`config.mk`:
```
export PLATFORM = sky130hd
export DESIGN_NAME = md_issue_ctrl
export DESIGN_NICKNAME = d
export VERILOG_FILES = /design/src/rtl/md_issue_ctrl_pkg.sv /design/src/rtl/md_issue_ctrl.sv
export SDC_FILE = /design/constraint.sdc
export NUM_CORES = 1
export LEC_CHECK = 0
export BUFFER_PORTS_ARGS = -buffer_cell sky130_fd_sc_hd__buf_2
export CORE_ASPECT_RATIO = 0.9
export CORE_MARGIN = 1
export CORE_UTILIZATION = 47
export DETAILED_ROUTE_END_ITERATION = 10
export PLACE_DENSITY = 0.87
export REMOVE_ABC_BUFFERS = 1
export SYNTH_ARGS = -nofsm -noshare
export SYNTH_HDL_FRONTEND = slang
export SYNTH_SLANG_ARGS = --single-unit
```
`constraint.sdc`:
```
create_clock -name clk -period 4.8 [get_ports clk]
set_input_delay 0.24 -clock clk [delete_from_list [all_inputs] [get_ports clk]]
set_output_delay 0.24 -clock clk [all_outputs]
set_load 0.02 [all_outputs]
```
`src/rtl/md_issue_ctrl_pkg.sv`:
```
// md_issue_ctrl_pkg: shared MD op codes and issue-controller state encodings
package md_issue_ctrl_pkg;
   localparam logic [2:0] OP_MULT    = 3'd0;
   localparam logic [2:0] OP_MULTU   = 3'd1;
   localparam logic [2:0] OP_DIV     = 3'd2;
   localparam logic [2:0] OP_DIVU    = 3'd3;
   localparam logic [2:0] OP_MTHI    = 3'd4;
   localparam logic [2:0] OP_MTLO    = 3'd5;
   localparam logic [2:0] OP_MF      = 3'd6;
   localparam logic [2:0] MD_IDLE_OP = 3'd7;
   typedef enum logic [1:0] {S_IDLE, S_ISSUE, S_WAIT} md_state_e;
endpackage

```
`src/rtl/md_issue_ctrl.sv`:
```
// md_issue_ctrl: E-stage issue, stall and latency tracking for the HI/LO multiply/divide unit
module md_issue_ctrl
   import md_issue_ctrl_pkg::*;
#(
   parameter int          MAX_WAIT = 16,
   parameter logic [2:0]  IDLE_OP  = MD_IDLE_OP
) (
   input  logic        clk,
   input  logic        reset_n,
   input  logic        e_md_req,
   input  logic [2:0]  e_md_op,
   input  logic        e_mf_hi,
   input  logic [31:0] e_a,
   input  logic [31:0] e_b,
   input  logic        e_flush,
   output logic        e_md_ready,
   output logic        stall,
   output logic [31:0] e_md_rdata,
   output logic        md_start,
   output logic [2:0]  md_op,
   output logic [31:0] md_a,
   output logic [31:0] md_b,
   input  logic        md_busy,
   input  logic [31:0] md_hi,
   input  logic [31:0] md_lo,
   output logic [7:0]  last_latency,
   output logic        md_timeout
);
   localparam logic [7:0] L_MAX_WAIT = 8'(MAX_WAIT);
   md_state_e   r_state, w_state_nxt;
   logic [2:0]  r_op;
   logic [31:0] r_a, r_b;
   logic [7:0]  r_wait_cnt, w_cnt_inc;
   logic        w_in_wait, w_accept, w_is_md;
   assign w_in_wait    = (r_state == S_WAIT);
   assign e_md_ready   = ((r_state == S_IDLE) | (w_in_wait & ~md_busy)) & ~e_flush;
   assign stall        = e_md_req & ~e_md_ready;
   assign w_accept     = e_md_req & e_md_ready;
   assign w_is_md      = (e_md_op <= OP_MTLO);
   assign e_md_rdata   = e_mf_hi ? md_hi : md_lo;
   // ops 4/5 are acted on by the unit whenever it is idle, so md_op must only carry a real op in ISSUE
   assign md_start     = (r_state == S_ISSUE) & (r_op <= OP_DIVU);
   assign md_op        = (r_state == S_ISSUE) ? r_op : IDLE_OP;
   assign md_a         = r_a;
   assign md_b         = r_b;
   assign w_cnt_inc    = (r_wait_cnt == 8'hFF) ? r_wait_cnt : r_wait_cnt + 8'd1;
   // next state: ISSUE lasts one cycle, WAIT holds while busy, otherwise follow acceptance
   always_comb begin
      w_state_nxt = S_IDLE;
      w_state_nxt = (r_state == S_ISSUE)  ? (md_start ? S_WAIT : S_IDLE) :
                    (w_in_wait & md_busy) ? S_WAIT :
                    (w_accept & w_is_md)  ? S_ISSUE : S_IDLE;
   end
   // state register
   always_ff @(posedge clk or negedge reset_n) begin
      if (!reset_n) r_state <= S_IDLE;
      else          r_state <= w_state_nxt;
   end
   // capture the accepted op and operands; they stay on md_a/md_b afterwards
   always_ff @(posedge clk or negedge reset_n) begin
      if (!reset_n) begin
         r_op <= 3'd0;
         r_a  <= 32'd0;
         r_b  <= 32'd0;
      end else if (w_accept & w_is_md) begin
         r_op <= e_md_op;
         r_a  <= e_a;
         r_b  <= e_b;
      end
   end
   // count busy cycles in WAIT, publish on completion, and latch a stuck unit
   always_ff @(posedge clk or negedge reset_n) begin
      if (!reset_n) begin
         r_wait_cnt   <= 8'd0;
         last_latency <= 8'd0;
         md_timeout   <= 1'b0;
      end else if (w_in_wait & md_busy) begin
         r_wait_cnt   <= w_cnt_inc;
         md_timeout   <= md_timeout | (w_cnt_inc >= L_MAX_WAIT);
      end else if (w_in_wait) begin
         r_wait_cnt   <= 8'd0;
         last_latency <= r_wait_cnt;
      end
   end
endmodule
```
; ---- Word-level counts from Yosys, hierarchy flattened
; Cells that the tools add are included.
[totals]
out_inout_bits = 111
register_bits = 86
[op_classes]
bitwise = 13
muxes = 9
n_eq_ne = 3
add_sub_neg = 1
magnitude_cmp = 3
reduce_logical = 3
[ops]
columns = operator, n
row1 = two-way mux 32 bit, 1
row2 = two-way mux 8 bit, 3
row3 = "adder 8 x 1 -> 8 bit, second input constant", 1
row4 = "equality test 8 bit, second input constant", 1
row5 = ">= comparator 8 x 5 -> 1 bit, second input constant", 1
row6 = AND 1 bit, 7
row7 = two-way mux 2 bit, 3
row8 = inverter 1 bit, 4
row9 = "<= comparator 3 x 2 -> 1 bit, second input constant", 1
row10 = "<= comparator 3 bit, second input constant", 1
row11 = two-way mux 3 bit, 1
row12 = "equality test 2 x 1 -> 1 bit, second input constant", 1
row13 = "equality test 2 bit, second input constant", 1
row14 = logical NOT 2 bit, 1
row15 = bitwise OR 1 bit, 2
row16 = AND reduction 2 bit, 1
row17 = nonzero test 2 bit, 1
row18 = two-way mux 1 bit, 1

; ---- Longest topological paths before layout
[logic_depth]
ltp_word = 9
depth_mapped = 6
ltp_nobuf = 4

; ---- Worst setup path after synthesis
; No wires, ideal clock.
[synth_timing]
kind = register -> register
from = reg r_state[1]
to = reg r_a[24], in the netlist md_a[24]
path_stages_with_launch = 7
setup_ns = 0.125
n_path_buf = 2
required_ns = 4.675
slack_ns = 3.130
arrival_time_ns = 1.545
path_cell_list = dfrtp_1 -> a211o_1 -> inv_2 -> nand3_2 -> buf_6 -> buf_6 -> mux2_4
[synth_between]
elab_chain_len = 6
elab_cells_between_ends = 7
cone_classes = eq/ne (1) / bitwise (5) / reduce/logical (1)
[synth_lines]
columns = item, line_no
row1 = "start, declared", md_issue_ctrl.sv:30  ; md_state_e r_state, w_state_nxt;
row2 = "start signal, assigned", md_issue_ctrl.sv:57  ; else r_state <= w_state_nxt;
row3 = equality test 2 bit, md_issue_ctrl.sv:35  ; assign w_in_wait = (r_state == S_WAIT);
row4 = AND 1 bit, md_issue_ctrl.sv:36  ; assign e_md_ready = ((r_state == S_IDLE) | (w_in_wait & ~md_busy)) & ~e_flush;
row5 = bitwise OR 1 bit *, md_issue_ctrl.sv:36
row6 = AND 1 bit *, md_issue_ctrl.sv:36
row7 = named net e_md_ready, md_issue_ctrl.sv:16  ; output logic e_md_ready,
row8 = AND 1 bit *, md_issue_ctrl.sv:38  ; assign w_accept = e_md_req & e_md_ready;
row9 = AND 1 bit *, md_issue_ctrl.sv:65  ; end else if (w_accept & w_is_md) begin
row10 = "end signal, assigned", md_issue_ctrl.sv:63  ; r_a <= 32'd0;
row11 = "end signal, assigned", md_issue_ctrl.sv:67  ; r_a <= e_a;
row12 = "end, declared", md_issue_ctrl.sv:32  ; logic [31:0] r_a, r_b;
; Mark *: on every way through the listed nets, which the timed path passes. The rest lies on a longest branch.
; A chain may end at the register's enable or synchronous reset.

; ---- Final worst setup path
[layout_timing]
from = reg r_state[1]
to = reg r_a[3], in the netlist md_a[3]
[layout_between]
elab_chain_len = 6
elab_cells_between_ends = 7
cone_classes = eq/ne (1) / bitwise (5) / reduce/logical (1)
[layout_lines]
columns = item, line_no
row1 = equality test 2 bit, md_issue_ctrl.sv:35
row2 = AND 1 bit, md_issue_ctrl.sv:36
row3 = bitwise OR 1 bit *, md_issue_ctrl.sv:36
row4 = AND 1 bit *, md_issue_ctrl.sv:36
row5 = AND 1 bit *, md_issue_ctrl.sv:38
row6 = AND 1 bit *, md_issue_ctrl.sv:65
; Every way passes the cells marked *; elsewhere a longest branch is shown, timed or not.

==> results.cfg <==
[power]
power_leakage_uw = 0.00292
irDropWorstVdd_uv = 322
power_density_nw_per_um2 = 450

[timing]
period_needed_ps = 2200
tns_ps = 0
fin_crit_sh_pct = 45.8
finalMaxSlewViolations = 0
fin_ws_ps = 2600
relSlewSlack_pct = 30.5
fmax_mhz = 454
rsz0062_at_grt = no
setup_viol = 0
worstMarginPinSlew_ps = 1040
hold_viol_final = 0
fin_skew_ps = 6.72

[logic_synthesis]
seq_area_frac_synth_pct = 53.4
yosys_warnings = 0
yosys.cell_types.count = 39
yosysMostFrequentCell = dfrtp_1
synth_cells = 280
yosysTopAreaCellShare_pct = 53.4
syn-cell-area_sq_um = 4030
synthFlopType = dfrtp_1
ys_ff_latch = 86
synth_area_leader_cell = dfrtp_1
postSynthAreaPerCell_sq_um = 14.4
synth_common_cells = 86 x dfrtp_1, 66 x mux2_2, 39 x mux2_4
synth_edf_count = 0
synth_top_cells_by_area = dfrtp_1 53%, mux2_2 18%, mux2_4 15%, buf_6 1.4%, a21oi_1 1.1%
async_flop_share_pct = 100

[routing]
vias_per_cell = 5.00
wirelength_mm = 11.6
antenna_left = 0
firstDrtPassIters = 4
wl_per_cell_um = 18.1
drtIter0Drc = 108
drc_errors = 0
vias = 3212

[placed_design]
globalplace.congestion = 0.917
port_buffers = 247
hpwl_mm = 9.26
place_ws_ps = 2530

[critical_path]
crit_chain = a211o_1, inv_2, nand3_4, buf_4, mux2_2
arrival_ps = 2450
reg2reg_slack_ps = 2600
path_max_fanout = 56
start_kind = register
rr_worst_depth = 5
crit_required_ps = 5050
crit_slowest_cell = buf_4
rr_endpoint = md_a[3]
worstSetupPathType = reg -> reg
cp-end-kind = register
cpPeakStageDelay_ps = 700
worst-path-buf-inv = 2
crit-reg2reg-launch = r_state[1]
crit_family = buffers and inverters
crit_cells = 5

[flow_run]
cap_viol_max_count = 0

[final_layout]
nets = 660
antenna_cells = 0
area_delta_synth_final_pct = 37.5
layout-drive-gt1-share_pct = 71.0
multi_input_area_sq_um = 1750
nFillCells = 595
register_area_sq_um = 2150

[global_routing]
grt_pass1_wl_mm = 17.6
grt_pass1_vias = 3243
grt_overflow = 0
grt_use_total_pct = 26.3
antenna_found_initial = 0
grt_start_max_net_pins = 87

[clocking]
cts_max_level = 3
cts_buffers = 9
cts_hold_buf = 0
clockBufferDepth = 2
cts_tree = built
cts_resized = 0
clk_pin_slew_ps = 100
insertion_delay_ps = 350
root_buffer = clkbuf_8
clock-sinks = 86
cts_setup_buffers = 0

[die]
rows = 31
io_pins = 248
dieArea_sq_um = 8950
core_area_sq_um = 8180
dieHeight_um = 89.9
dieWidth_um = 99.6
start_util_pct = 49.3

[status]
status = complete, no violations

[worst_hold_path]
hold_class = in -> async
==> sequential cells by signal, summed over array words and instances (netlist names) <==
register / cells
md_a: 32
md_timeout: 1
r_wait_cnt: 8
last_latency: 8
md_b: 32
r_op: 3
r_state: 2
==> per-stage QoR <==
stage	cells	utilization, %	hold WS (ps)	total power [uW]	area, sq um
6_report	642	67.7	53.6	2500	5540
5_1_grt	642	67.7	81.2	2620	5540
4_1_cts	642	67.7	87.4	2520	5540
3_5_place_dp	626	65.1	474	1970	5330
3_3_place_gp	626	65.1	468	1940	5330
2_1_floorplan	262	-	-55.6	1610	3920
==> power breakdown <==
part | total [uW] | switching [uW] | internal (uW)
clock | 539 | 287 | 252
sequential | 1060 | 136 | 919
combinational | 901 | 492 | 409
==> metal layers <==
metal  global-route usage, %  wire (um)  up-vias
li1                        -          -     1493
met1                    33.0       4650     1543
met2                    43.9       5800      162
met3                    8.24        946       14
met4                    7.35        201        0
met5                       0          0        -
==> kinds of logic after synthesis <==
kind of cell	after synthesis	synth area share [%]
mux	106	33.2
fa+ha+maj	1	0.310
flops	86	53.4
buf+inv	25	3.32
compound gates	30	5.37
simple gates	32	4.41
==> cell type report <==
type | instances | area share [%]
clock buffer | 9 | 2.23
clock inverter | 7 | 1.63
inverter | 7 | 0.474
multi-input combinational | 169 | 31.6
sequential | 86 | 38.8
tap | 115 | 2.60
timing repair buffer | 249 | 22.6
==> worst max path at each step <==
stage               start        to  slack [ps]
6_report       r_state[1]   md_a[3]        2600
3_3_place_gp      md_busy  md_a[18]        2610
3_5_place_dp      md_busy   md_a[0]        2530
4_1_cts        r_state[1]   md_a[0]        2580
2_1_floorplan  r_state[1]   md_a[0]        1910
5_1_grt        r_state[1]   md_a[0]        2480
==> cell usage in the layout, fill, tap and decap left out, types with 2 or more instances in the layout <==
cell / Yosys / layout
a2111o_1: 3 / 3
a21oi_1: 9 / 9
a31oi_1: 2 / 2
and3_1: 2 / 2
buf_2: 2 / 246
buf_4: 0 / 3
clkbuf_8: 0 / 9
clkinvlp_4: 0 / 2
dfrtp_1: 86 / 86
inv_1: 6 / 6
inv_6: 0 / 2
mux2_2: 66 / 66
mux2_4: 39 / 39
nand2_1: 9 / 9
nand2b_1: 5 / 5
nand3_1: 2 / 2
nor2_1: 3 / 3
nor2b_1: 2 / 2
nor3_1: 2 / 2
o211ai_1: 2 / 2
o21ai_0: 4 / 4
o31ai_1: 2 / 2
Note: power is estimated with default switching activity, not from simulation.
